[src/rtl/rsa_pkg.sv]
// Shared definitions for the RSA modular-exponentiation engine.
package rsa_pkg;

   // Default operand / result width.
   localparam int RSA_DATA_BW_DEFAULT = 32;

   // Engine sequencing states.
   typedef enum logic [2:0] {
      IDLE,
      LOAD,
      REDUCE,
      EXP,
      DONE
   } rsa_state_t;

   // Cycles from the accept edge to the edge that raises RSA_ready:
   // 1 (LOAD) + W (REDUCE) + W*(W+1) (EXP) + 1 (DONE).
   function automatic int rsa_latency(input int w);
      return w * (w + 2) + 2;
   endfunction

endpackage

[src/rtl/rsa_modmul.sv]
// Bit-serial modular multiplier: p = a*b mod m, for a, b < m.
// The caller holds a, b and m stable from start until done.
// One start cycle, W-1 further iteration cycles, then a one-cycle done flag.
module rsa_modmul #(
   parameter int W = 32
) (
   input  logic         CLK,
   input  logic         RST,
   input  logic         start,
   input  logic [W-1:0] a,
   input  logic [W-1:0] b,
   input  logic [W-1:0] m,
   output logic         busy,
   output logic         done,
   output logic [W-1:0] p
);

   localparam int CW = $clog2(W);

   // acc stays below 3m after the add, so W+2 bits never overflow.
   logic [W+1:0]  acc;
   logic [CW-1:0] idx;

   // One MSB-first step: acc = 2*acc + (bit ? b : 0), then up to two subtractions of m.
   function automatic logic [W+1:0] mm_step(input logic [W+1:0] acc_in,
                                            input logic         add_b,
                                            input logic [W-1:0] b_in,
                                            input logic [W-1:0] m_in);
      logic [W+1:0] t;
      logic [W+1:0] m_ext;
      m_ext = {2'b00, m_in};
      t = (acc_in << 1) + (add_b ? {2'b00, b_in} : '0);
      if (t >= m_ext) t = t - m_ext;
      if (t >= m_ext) t = t - m_ext;
      return t;
   endfunction

   assign p = acc[W-1:0];

   // Start consumes bit W-1; the busy phase walks bits W-2 down to 0.
   always_ff @(posedge CLK) begin
      if (RST) begin
         acc  <= '0;
         idx  <= '0;
         busy <= 1'b0;
         done <= 1'b0;
      end else if (start) begin
         acc  <= mm_step('0, a[W-1], b, m);
         idx  <= CW'(W - 2);
         busy <= 1'b1;
         done <= 1'b0;
      end else if (busy) begin
         acc <= mm_step(acc, a[idx], b, m);
         idx <= idx - 1'b1;
         if (idx == '0) begin
            busy <= 1'b0;
            done <= 1'b1;
         end
      end else begin
         done <= 1'b0;
      end
   end

endmodule

[src/rtl/rsa_modexp_core.sv]
// Constant-time modular exponentiation: RSA_result = RSA_data^RSA_exp mod RSA_mod.
// Handshake: a start is accepted on a rising edge where RSA_en_in=1 and
// RSA_ready=1; RSA_ready then drops until the result is presented, and
// RSA_result/RSA_err stay stable for as long as RSA_ready=1.
module rsa_modexp_core
   import rsa_pkg::*;
#(
   parameter int RSA_DATA_bw = RSA_DATA_BW_DEFAULT
) (
   input  logic                   CLK,
   input  logic                   RST,
   input  logic                   RSA_en_in,
   input  logic [RSA_DATA_bw-1:0] RSA_data,
   input  logic [RSA_DATA_bw-1:0] RSA_exp,
   input  logic [RSA_DATA_bw-1:0] RSA_mod,
   output logic                   RSA_ready,
   output logic [RSA_DATA_bw-1:0] RSA_result,
   output logic                   RSA_err
);

   localparam int W  = RSA_DATA_bw;
   localparam int CW = $clog2(W);

   rsa_state_t    state;
   logic [W-1:0]  data_q;
   logic [W-1:0]  exp_q;
   logic [W-1:0]  mod_q;
   logic [W-1:0]  base_q;
   logic [W-1:0]  res_q;
   logic [W-1:0]  r_q;
   logic [CW-1:0] cnt;

   logic [W:0]    r_trial;
   logic [W-1:0]  r_next;
   logic          accept;
   logic          mul_start;
   logic          mul_done;
   logic          m1_busy, m1_done, m2_busy, m2_done;
   logic [W-1:0]  m1_p, m2_p;
   logic [31:0]   lat_cnt;

   assign accept    = (state == IDLE) && RSA_en_in && RSA_ready;
   // A new multiply pair launches whenever EXP has both multipliers fully idle,
   // which gives every exponent step exactly W+1 cycles.
   assign mul_start = (state == EXP) && !(m1_busy || m2_busy || m1_done || m2_done);
   assign mul_done  = m1_done && m2_done;

   // REDUCE step: r = 2r + next data bit, minus mod once if it reached mod.
   always_comb begin
      r_trial = {r_q, data_q[W-1]};
      r_next  = r_trial[W-1:0];
      if (r_trial >= {1'b0, mod_q}) r_next = W'(r_trial - {1'b0, mod_q});
   end

   rsa_modmul #(.W(W)) u_mul_res (
      .CLK(CLK), .RST(RST), .start(mul_start),
      .a(res_q), .b(base_q), .m(mod_q),
      .busy(m1_busy), .done(m1_done), .p(m1_p)
   );

   rsa_modmul #(.W(W)) u_mul_sq (
      .CLK(CLK), .RST(RST), .start(mul_start),
      .a(base_q), .b(base_q), .m(mod_q),
      .busy(m2_busy), .done(m2_done), .p(m2_p)
   );

   // Sequencer and datapath registers: IDLE -> LOAD -> REDUCE -> EXP -> DONE.
   always_ff @(posedge CLK) begin
      if (RST) begin
         state      <= IDLE;
         RSA_ready  <= 1'b0;
         RSA_result <= '0;
         RSA_err    <= 1'b0;
         data_q     <= '0;
         exp_q      <= '0;
         mod_q      <= '0;
         base_q     <= '0;
         res_q      <= '0;
         r_q        <= '0;
         cnt        <= '0;
      end else begin
         case (state)
            IDLE: begin
               if (accept) begin
                  data_q    <= RSA_data;
                  exp_q     <= RSA_exp;
                  mod_q     <= RSA_mod;
                  RSA_ready <= 1'b0;
                  state     <= LOAD;
               end else begin
                  RSA_ready <= 1'b1;
               end
            end
            LOAD: begin
               res_q <= (mod_q == W'(1)) ? '0 : W'(1);
               r_q   <= '0;
               cnt   <= '0;
               state <= REDUCE;
            end
            REDUCE: begin
               r_q    <= r_next;
               data_q <= data_q << 1;
               cnt    <= cnt + 1'b1;
               if (cnt == CW'(W - 1)) begin
                  base_q <= r_next;
                  cnt    <= '0;
                  state  <= EXP;
               end
            end
            EXP: begin
               if (mul_done) begin
                  base_q <= m2_p;
                  if (exp_q[0]) res_q <= m1_p;
                  exp_q <= exp_q >> 1;
                  cnt   <= cnt + 1'b1;
                  if (cnt == CW'(W - 1)) begin
                     cnt   <= '0;
                     state <= DONE;
                  end
               end
            end
            DONE: begin
               RSA_result <= (mod_q == '0) ? '0 : res_q;
               RSA_err    <= (mod_q == '0);
               RSA_ready  <= 1'b1;
               state      <= IDLE;
            end
            default: state <= IDLE;
         endcase
      end
   end

   // Cycle counter from accept, cross-checked against the fixed latency in DONE.
   always_ff @(posedge CLK) begin
      if (RST) lat_cnt <= '0;
      else if (accept) lat_cnt <= 32'd1;
      else if (!RSA_ready) lat_cnt <= lat_cnt + 32'd1;
      if (!RST && state == DONE) assert (lat_cnt == 32'(rsa_latency(W)));
   end

endmodule

[config.mk]
export PLATFORM = sky130hd
export DESIGN_NAME = rsa_modexp_core
export DESIGN_NICKNAME = d
export VERILOG_FILES = /design/src/rtl/rsa_pkg.sv /design/src/rtl/rsa_modmul.sv /design/src/rtl/rsa_modexp_core.sv
export SDC_FILE = /design/constraint.sdc
export NUM_CORES = 2
export LEC_CHECK = 0
export ABC_CLOCK_PERIOD_IN_PS = 9400
export BUFFER_PORTS_ARGS = -buffer_cell sky130_fd_sc_hd__buf_4
export CORE_UTILIZATION = 59
export CTS_BUF_LIST = sky130_fd_sc_hd__clkbuf_8
export DETAILED_ROUTE_END_ITERATION = 12
export PLACE_DENSITY = 0.8
export SKIP_LAST_GASP = 1
export SYNTH_ARGS = -nofsm -noshare
export SYNTH_HDL_FRONTEND = slang
export SYNTH_SLANG_ARGS = --single-unit
[constraint.sdc]
create_clock -name CLK -period 9.4 [get_ports CLK]
set_input_delay 2.35 -clock CLK [delete_from_list [all_inputs] [get_ports CLK]]
set_output_delay 2.35 -clock CLK [all_outputs]
set_load 0.01 [all_outputs]
==> impl_results.md <==
- Outcome: complete, no violations
- Hold Buf Count CTS: 0
- PortBufs: 132
- Post-Synthesis Cells: 4635
- DRT antenna net count: 0
- Util after Layout: 67.8%
- Ports: 133
- Initial antenna violation count: 17
- Asr flop ratio synth: 0%
- GP Congestion: 1.10
- Clock skew: 0.0712 ns
- Adder-cell share of the synthesized area: 13.6%
- Slowest-stage cell, CP: mux4_2
- DR WL/cell: 24.3 microns
- Worst hold path type: reg2reg
- Vias per cell: 6.79
- DR iter-0 viols: 4885
- Syn_nets: between 5000 and 6000
- Cell taking the most area after synthesis: dfxtp_1
- Synth area leaders: dfxtp_1 (18%), ha_1 (13%), a21oi_1 (7.0%), nand2_1 (5.5%), xnor2_1 (4.7%)
- Fin crit period: 9.07 ns
- Sequential-to-total area share from yosys stat: ~18%
- Leakage: 17.1 nW
- Drc violations: 0
- Synthesis-to-layout area growth: 13.9%
- Worst skew pair latency: 0.71 ns
- Synth Area in Simple Gates: 22.6%
- Synth Area in XOR/XNOR: between 7 and 8%
- Max-Cap Viols: 0
- Pins over their slew limit: 0
- Register bit total from synthesis: around 310
- Filler Cells Inserted: roughly 5000
- Design Power: roughly 16 mW
- H-tree depth: 2
- Peak supply drop: 386 uV
- Worst-margin pin slew: 1.24 ns
- Die width: between 200 and 250 microns
- Die area: 59100 sq um
- Post-synth EDFFs: 0
- Number of buffers created by CTS: 54
- HPWL after DPL: 102000 microns
- Fin crit share: 96.5%
- Synth Area in Compound Gates: 29.7%
- Std cell rows: 88
- Die Span Y: 243 microns
- Crit Path Max Fanout: 15
- Worst EP arrival: 9.63 ns
- Clock root cell: clkbuf_8
- Biggest regs: u_mul_res.acc: 33 flops, u_mul_sq.acc: 33 flops
- Worst Path Required: 9.96 ns
- Power per cell area: 417 nW/um^2
- Achievable Freq: 0.110 GHz
- Post-synth cell types: 90
- CORE AREA: 57600 sq um
- Max-Slew Margin vs Limit: approximately 18%
- TritonCTS clock tree: built
- GR Overflow Total: 0
- Net total in the final layout: 5335
- Reg2reg path depth: 39
- Final setup viols: 0
- Element type at the critical path start: flop
- Mean Syn Cell Area: 7.40 sq um
- Fin. Hold Viols: 0
- Clock Path Buffers: 3
- Post-synth top area share: a little under a fifth
- Drt pass-1 iters: 8
- CP most frequent cell: ha_1
- Reg clk slew, reported paths: around 0.060 ns
- Synth Cell Area: 34300 sq um
- Synth warn: 0
- Crit path kind: reg2reg
- Largest family of logic cells by synthesized area: compound AO/OA/AOI/OAI gates
- Mux cell area share after synthesis: 4.21%
- Top FF cell, synth: dfxtp_1
- Vias in the first global route: around 35000
- CTS Sinks: 314
- Global-route wire length before repair: around 200000 microns
- Worst hold stages: 2
- Initial Util: 59.6%
- Via count: 38688
- Wirelength, routed: 138000 microns
- Total Routing Usage GR: 44.9%
- Critical Path Sink Type: flop
- Largest net degree at the start of global routing: 103
- Share of post-route cells with drive strength above 1: 13.3%
- CP max stage delay: 0.50 ns
synthesized netlist by cell type (48+ instances only):
cell	number
a211oi_1	67
nor3_1	91
a21o_1	139
o21a_1	59
nand2b_1	53
nor2_1	399
nor2b_1	115
inv_1	131
and3_1	70
a21oi_1	479
o21ai_0	249
dfxtp_1	314
nand2_1	507
a31oi_1	66
and2_1	88
nand3_1	149
xor2_1	114
clkbuf_1	197
ha_1	354
a311oi_1	56
mux2_2	48
a22oi_1	106
xnor2_1	184
o211ai_1	51
per-stage QoR:
step                      hold WS [ns]  setup slack (ns)  TNS (ns)  instance area (sq um)  instances
after floorplan                  0.432            0.0337         0                  34300       4635
after global placement           0.440            0.0923         0                  37400       5560
after detailed placement         0.447            -0.109    -0.674                  37400       5560
after CTS                        0.455             0.103         0                  38600       5655
after global routing             0.476           -0.0754    -0.319                  39000       5677
final                            0.454             0.333         0                  39100       5697
report_power, final:
part	switching, mW	internal, mW
registers	0.0860	1.41
clock network	0.631	0.735
logic	7.70	5.72
cell families after synthesis:
group / count (synthesis)
AO/OA/AOI/OAI: 1561
AND/OR/NAND/NOR: 1631
adder cells (fa/ha/maj): 365
multiplexers: 113
flip-flops: 314
XOR/XNOR: 298
buffers and inverters: 353
placed cells by master, fill, tap and decap left out, types with 59 or more instances in the layout:
cell	count
a22oi_1	106
nand3_1	148
inv_1	146
nor2b_1	114
xor2_1	112
xnor2_1	183
dfxtp_1	311
and2_1	87
nor3_1	89
a21oi_1	469
nor2_1	393
a21o_1	138
o21a_1	59
and3_1	69
buf_4	386
a31oi_1	63
ha_1	351
a211oi_1	65
o21ai_0	243
clkbuf_8	69
nand2_1	504
layer usage:
| layer | share of wire, % | vias up | GRT usage (%) |
|---|---|---|---|
| li1 | - | 17679 | - |
| met1 | 37 | 17831 | 55.5 |
| met2 | 40 | 2457 | 65.0 |
| met3 | 14 | 713 | 14.2 |
| met4 | 8.9 | 8 | 33.9 |
| met5 | 0.063 | - | 0.572 |
final timing paths:
kind | endpoint | slack (ns) | startpoint
min reg2reg | data_q[15] | 0.45 | data_q[15]
min | data_q[15] | 0.45 | data_q[15]
max | u_mul_sq.acc[23] | 0.33 | u_mul_sq.idx[0]
max reg2reg | u_mul_sq.acc[23] | 0.33 | u_mul_sq.idx[0]
cell type report:
cell class	instances	area (sq um)	area share, %
Multi-Input combinational cell	3968	26900	69.0
Sequential cell	314	6290	16.1
Timing Repair Buffer	401	3150	8.07
Tap cell	765	957	2.45
Clock buffer	68	936	2.40
Inverter	132	495	1.27
Clock inverter	25	219	0.561
Antenna cell	24	60.1	0.154
repair_timing:
item	in CTS	in global routing
gates resized for setup	1	62
pin swaps	1	26
gates cloned	0	2
setup buffers	2	16
setup endpoints to repair	43	66
critical path: cells and delay by family, from the launching register on:
family	cells	cell delay, ns
DFF	1	0.36
muxes	4	1.54
xor gates and xnor gates	1	0.22
AOI/OAI and AO/OA	17	3.50
and+or+nand+nor	9	1.41
buffers and inverters	4	0.68
adders and majority gates	4	1.16
(Power assumes the default switching activity.)
